--- src/rtl/branch_target_pkg.sv ---
`default_nettype none
// ============================================================================
// branch_target_pkg : FSM state encoding and default sizing shared by the
//                     branch target lookup table and its storage.
// Rev 1.0
// ============================================================================
package branch_target_pkg;

    localparam int c_DEF_D     = 10;
    localparam int c_DEF_A     = 8;
    localparam int c_DEF_DEPTH = 16;

    typedef enum logic [0:0] {
        CLEAR = 1'b0,
        READY = 1'b1
    } btl_state_e;

    // Index width able to address every entry; a one-bit index is the floor.
    function automatic int idx_width(input int depth);
        return (depth > 1) ? $clog2(depth) : 1;
    endfunction

endpackage
`default_nettype wire

--- src/rtl/btl_store.sv ---
`default_nettype none
// ============================================================================
// btl_store : target/valid storage, one write port and one registered read
//             port. No reset: the owner sweeps it clean before use.
// Rev 1.0
// ============================================================================
module btl_store
    import branch_target_pkg::*;
#(
    parameter int D     = c_DEF_D,
    parameter int DEPTH = c_DEF_DEPTH,
    parameter int IW    = idx_width(DEPTH)
) (
    input  logic          clk,
    input  logic          i_we,
    input  logic [IW-1:0] i_waddr,
    input  logic [D-1:0]  i_wdata,
    input  logic          i_wvalid,
    input  logic          i_re,
    input  logic [IW-1:0] i_raddr,
    output logic [D-1:0]  o_rdata,
    output logic          o_rvalid
);

    logic [D-1:0]     r_target [DEPTH];
    logic [DEPTH-1:0] r_valid;
    logic [D-1:0]     r_rdata;
    logic             r_rvalid;

    // Read and write on the same edge: the read returns the pre-write contents.
    always_ff @(posedge clk) begin
        if (i_we) begin
            r_target[i_waddr] <= i_wdata;
            r_valid[i_waddr]  <= i_wvalid;
        end
        if (i_re) begin
            r_rdata  <= r_target[i_raddr];
            r_rvalid <= r_valid[i_raddr];
        end
    end

    assign o_rdata  = r_rdata;
    assign o_rvalid = r_rvalid;

endmodule
`default_nettype wire

--- src/rtl/branch_target_lut.sv ---
`default_nettype none
// ============================================================================
// branch_target_lut : registered branch-target lookup table with a clearing
//                     sweep. BRANCH_TARGET_LUT_FWD_EN enables write-to-lookup
//                     forwarding for a same-cycle same-index hit.
// Rev 1.0
// ============================================================================
module branch_target_lut
    import branch_target_pkg::*;
#(
    parameter int D     = c_DEF_D,
    parameter int A     = c_DEF_A,
    parameter int DEPTH = c_DEF_DEPTH
) (
    input  logic         Clk,
    input  logic         Reset,
    input  logic         branch,
    input  logic [A-1:0] addr,
    input  logic         wr_en,
    input  logic [A-1:0] wr_addr,
    input  logic [D-1:0] wr_data,
    input  logic         clear,
    output logic [D-1:0] target,
    output logic         hit,
    output logic         wr_ack,
    output logic         busy
);

    localparam int            IW        = idx_width(DEPTH);
    localparam logic [A:0]    c_DEPTH_W = (A+1)'(DEPTH);
    localparam logic [IW-1:0] c_LAST    = IW'(DEPTH - 1);

    btl_state_e    r_state;
    logic [IW-1:0] r_sweep_idx;
    logic          r_busy;
    logic          r_wr_ack;
    logic          r_lookup_live;

    logic          w_rd_in_range;
    logic          w_wr_in_range;
    logic          w_lookup_ok;
    logic          w_wr_accept;
    logic          w_sweeping;

    logic          w_st_we;
    logic [IW-1:0] w_st_waddr;
    logic [D-1:0]  w_st_wdata;
    logic          w_st_wvalid;
    logic [D-1:0]  w_rd_data;
    logic          w_rd_valid;
    logic          w_store_hit;

    assign w_rd_in_range = ({1'b0, addr}    < c_DEPTH_W);
    assign w_wr_in_range = ({1'b0, wr_addr} < c_DEPTH_W);
    assign w_sweeping    = (r_state == CLEAR);
    assign w_lookup_ok   = branch && w_rd_in_range && !w_sweeping;
    assign w_wr_accept   = wr_en  && w_wr_in_range && !w_sweeping;

    // The sweep owns the write port for the whole of CLEAR.
    assign w_st_we     = w_sweeping || w_wr_accept;
    assign w_st_waddr  = w_sweeping ? r_sweep_idx : wr_addr[IW-1:0];
    assign w_st_wdata  = w_sweeping ? '0 : wr_data;
    assign w_st_wvalid = !w_sweeping;

    always_ff @(posedge Clk or posedge Reset) begin
        if (Reset) begin
            r_state       <= CLEAR;
            r_sweep_idx   <= '0;
            r_busy        <= 1'b1;
            r_wr_ack      <= 1'b0;
            r_lookup_live <= 1'b0;
        end else begin
            r_wr_ack      <= w_wr_accept;
            r_lookup_live <= w_lookup_ok;
            case (r_state)
                CLEAR: begin
                    if (clear) begin
                        r_sweep_idx <= '0;
                    end else if (r_sweep_idx == c_LAST) begin
                        r_state     <= READY;
                        r_sweep_idx <= '0;
                        r_busy      <= 1'b0;
                    end else begin
                        r_sweep_idx <= r_sweep_idx + 1'b1;
                    end
                end
                READY: begin
                    if (clear) begin
                        r_state     <= CLEAR;
                        r_sweep_idx <= '0;
                        r_busy      <= 1'b1;
                    end
                end
                default: begin
                    r_state     <= CLEAR;
                    r_sweep_idx <= '0;
                    r_busy      <= 1'b1;
                end
            endcase
        end
    end

    btl_store #(
        .D     (D),
        .DEPTH (DEPTH),
        .IW    (IW)
    ) u_store (
        .clk      (Clk),
        .i_we     (w_st_we),
        .i_waddr  (w_st_waddr),
        .i_wdata  (w_st_wdata),
        .i_wvalid (w_st_wvalid),
        .i_re     (w_lookup_ok),
        .i_raddr  (addr[IW-1:0]),
        .o_rdata  (w_rd_data),
        .o_rvalid (w_rd_valid)
    );

    // Store data is only trusted for a cycle that followed a real lookup.
    assign w_store_hit = r_lookup_live && w_rd_valid;

`ifdef BRANCH_TARGET_LUT_FWD_EN
    logic         w_fwd;
    logic         r_fwd_hit;
    logic [D-1:0] r_fwd_data;

    assign w_fwd = w_lookup_ok && w_wr_accept && (addr == wr_addr);

    always_ff @(posedge Clk or posedge Reset) begin
        if (Reset) begin
            r_fwd_hit  <= 1'b0;
            r_fwd_data <= '0;
        end else begin
            r_fwd_hit  <= w_fwd;
            r_fwd_data <= w_fwd ? wr_data : '0;
        end
    end

    assign hit    = r_fwd_hit || w_store_hit;
    assign target = r_fwd_hit ? r_fwd_data : (w_store_hit ? w_rd_data : '0);
`else
    assign hit    = w_store_hit;
    assign target = w_store_hit ? w_rd_data : '0;
`endif

    assign wr_ack = r_wr_ack;
    assign busy   = r_busy;

endmodule
`default_nettype wire

--- config.mk ---
export PLATFORM = sky130hd
export DESIGN_NAME = branch_target_lut
export DESIGN_NICKNAME = d
export VERILOG_FILES = /design/src/rtl/branch_target_pkg.sv /design/src/rtl/btl_store.sv /design/src/rtl/branch_target_lut.sv
export SDC_FILE = /design/constraint.sdc
export NUM_CORES = 1
export LEC_CHECK = 0
export CAP_MARGIN = 30
export CELL_PAD_IN_SITES_DETAIL_PLACEMENT = 2
export CELL_PAD_IN_SITES_GLOBAL_PLACEMENT = 2
export CORE_MARGIN = 2
export CORE_UTILIZATION = 46
export DETAILED_ROUTE_END_ITERATION = 8
export MAX_ROUTING_LAYER = met4
export PLACE_DENSITY = 0.78
export SLEW_MARGIN = 20
export SYNTH_ARGS = -nofsm -noshare
export SYNTH_HDL_FRONTEND = slang
export SYNTH_SLANG_ARGS = --single-unit
export TNS_END_PERCENT = 20
--- constraint.sdc ---
create_clock -name Clk -period 2.7 [get_ports Clk]
set_input_delay 0.405 -clock Clk [delete_from_list [all_inputs] [get_ports Clk]]
set_output_delay 0.405 -clock Clk [all_outputs]
set_load 0.01 [all_outputs]
==> out/results.tsv <==
metric	value	unit
outcome	finished, final reports clean	
first_pass_iters	5	
clk_latency	0.42	ns
fin_area	9060	um2
power.leakage	3.21	nW
synth_edf_count	187	
path_buf_inv	1	
portBuffers	43	
clk_pin_slew	0.07	ns
ir_drop	0.000479	V
die_y	134	um
clk_path_buf_depth	2	
cp_top_family	buffers and inverters	
seqPwrFrac	56.3	%
timing.rr.end	u_store.r_target[12][2]	
reg2regPathDepth	4	
place_congestion	0.718	
ioPinCount	44	
switching_share	21.7	%
final.setup.tns	0	ns
endpoint_kind	output port	
grt_max_degree	27	
synthTopCellsByArea	edfxtp_1 (72%), mux4_1 (7.1%), mux4_2 (6.7%)	
worst_slew_pin_slew	0.715	ns
place_area	8530	um2
finalMaxSlewViolations	0	
fin_crit_sh	80.6	%
required	2.30	ns
grt_pass1_wl	29900	um
antennaDiodeCount	0	
p_total	5.98	mW
reg2reg_setup_slack	0.59	ns
yosysWarnings	0	
post_cts.repair.setup_buffers	0	
crit_chain	and3_1 > clkdlybuf4s50_1	
cp_slowest_stage_delay	0.56	ns
core	16500	um2
cts_root_buffer	clkbuf_16	
worstSetupPathType	register to output port	
synth_top_area_share	72.4	%
final_util	54.8	%
rsz0062_at_grt	false	
worst-path-max-fanout	11	
postRouteAntennaNets	0	
synthFlopType	edfxtp_1	
grt_pass1_vias	4456	
dp_cells	646	
route.detailed.drc	0	
initial_core_util	46.9	%
synth_nets	411	
h-tree-depth	4	
clockPowerShare	38.1	%
grt_remaining_overflow	0	
r2r_start	r_state	
slew_headroom	52.3	%
rows	47	
ys_seq_elements	195	
instances_no_fill	680	
hold_class	input port to asynchronous set/reset pin	
vias_per_cell	5.90	
die-area	17900	um2
hold_buffers	0	
power.switching	1.30	mW
synth_area	7750	um2
drt_iter0_markers	283	
worst_clock_skew	0.00739	ns
yosysTopAreaCell	edfxtp_1	
period_minus_slack	2.18	ns
dp_hpwl	13300	um
drv_cap	0	
cts_made_buffers	17	
tritoncts	built	
die_w	134	um
fmaxAchievable	459	MHz
drive_gt1_share	18.0	%
layout.nets	479	
cp_slowest_cell	clkdlybuf4s50_1	
comb_power_share	5.6	%
routed_wl	20000	um
groute.usage.overall	24.5	%
p_int	4.68	mW
area_growth	16.8	%
syn_area_per_cell	20.5	um2
hold_violations	0	
cts_resized	0	
synth_cells	379	
ys_seq_area_share	75.0	%
cts.sinks	195	
num_vias	4011	
power-per-cell-area	660	nW/um2
async_flop_share	4.10	%
setup_viol_count_final	0	
cp.arrival	1.77	ns
grt_antenna_before_repair	0	
wl_per_cell	29.5	um
startpoint_type	register	
synth_cell_types	36	
-- cells by family after synthesis --
logic type	after synthesis	synth area share, %
xor+xnor	1	0.113
fa+ha+maj	1	0.161
buf+inv	25	2.13
mux	46	14.1
flops	195	75.0
simple gates	76	5.26
compound gates	35	3.28
-- synth_stat cells, types with 2 or more instances --
library cell,instances
inv_1,5
dfrtp_1,7
a41oi_1,4
nor2_1,24
mux2i_1,2
a22oi_1,22
buf_4,2
buf_6,2
and3b_1,2
mux4_2,23
buf_2,5
nand2_1,12
a31oi_1,3
and2_1,13
nor3b_1,4
and3_1,10
nor2b_1,3
edfxtp_1,187
mux4_1,21
a21oi_1,4
clkbuf_1,7
nor3_1,2
buf_8,2
-- registers in the layout (all words and copies together), names as in the netlist --
register / count
u_store.r_target: 160
u_store.r_valid: 16
u_store.o_rdata: 10
r_sweep_idx: 4
busy: 1
r_lookup_live: 1
r_state: 1
u_store.o_rvalid: 1
wr_ack: 1
-- worst register-to-register path: stages, from the launching register on --
cell and delay (ns):
dfrtp_1 0.50, nor4b_2 0.50, a41oi_1 0.33, nor2_1 0.19, buf_4 0.26
-- layout by cell type (no fill, tap or decap), types with 3 or more instances in the layout --
cell               n
clkbuf_1           3
nand2_1           12
and3_1            10
clkinv_2           4
clkbuf_16         17
a22oi_1           22
mux4_2            23
inv_6              3
dfrtp_1            7
a41oi_1            4
mux4_1            21
nor3b_1            3
buf_4             23
clkdlybuf4s50_1   41
inv_1              5
a21oi_1            4
and2_1            13
buf_12             3
edfxtp_1         187
nor2b_1            3
nor2_1            24
a31oi_1            3
-- power by group through the flow --
stage / clock [mW] / sequential (mW) / combinational (mW)
after detailed placement: 0 / 3.43 / 0.336
after global placement: 0 / 3.42 / 0.316
after CTS: 2.32 / 3.37 / 0.339
after floorplan: 0 / 3.42 / 0.200
after global routing: 2.42 / 3.37 / 0.359
final: 2.28 / 3.37 / 0.335
-- per-stage QoR --
stage	hold slack (ns)	worst slack, ns
3_3_place_gp	0.494	0.384
2_1_floorplan	0.220	0.291
6_report	0.254	0.524
3_5_place_dp	0.501	0.222
5_1_grt	0.275	0.400
4_1_cts	0.249	0.463
-- final cells by class --
class	count	area (um2)
clock inverters	12	82.6
fillers	1388	7460
flip-flops and latches	195	5820
clock buffers	20	437
well taps	220	275
inverters	5	18.8
multi-input cells	159	1780
repair buffers	69	653
-- per-layer routing --
layer | vias to the layer above | GRT usage, % | routed length [um]
met5 | - | - | 0
met3 | 12 | 4.61 | 770
met1 | 2168 | 30.0 | 8110
met4 | 0 | 5.61 | 247
li1 | 1708 | - | -
met2 | 123 | 42.8 | 10900
-- how the worst max path moves through the flow --
stage	from	to	cells past startpoint
floorplan	addr[6]	u_store.o_rdata[0]	2
global placement	wr_addr[7]	u_store.r_target[10][6]	5
detailed placement	wr_addr[7]	u_store.r_valid[15]	5
CTS	r_lookup_live	target[0]	2
global route	r_state	u_store.r_target[10][7]	4
finish	r_lookup_live	target[0]	2
Note: power is estimated with default switching activity, not from simulation.
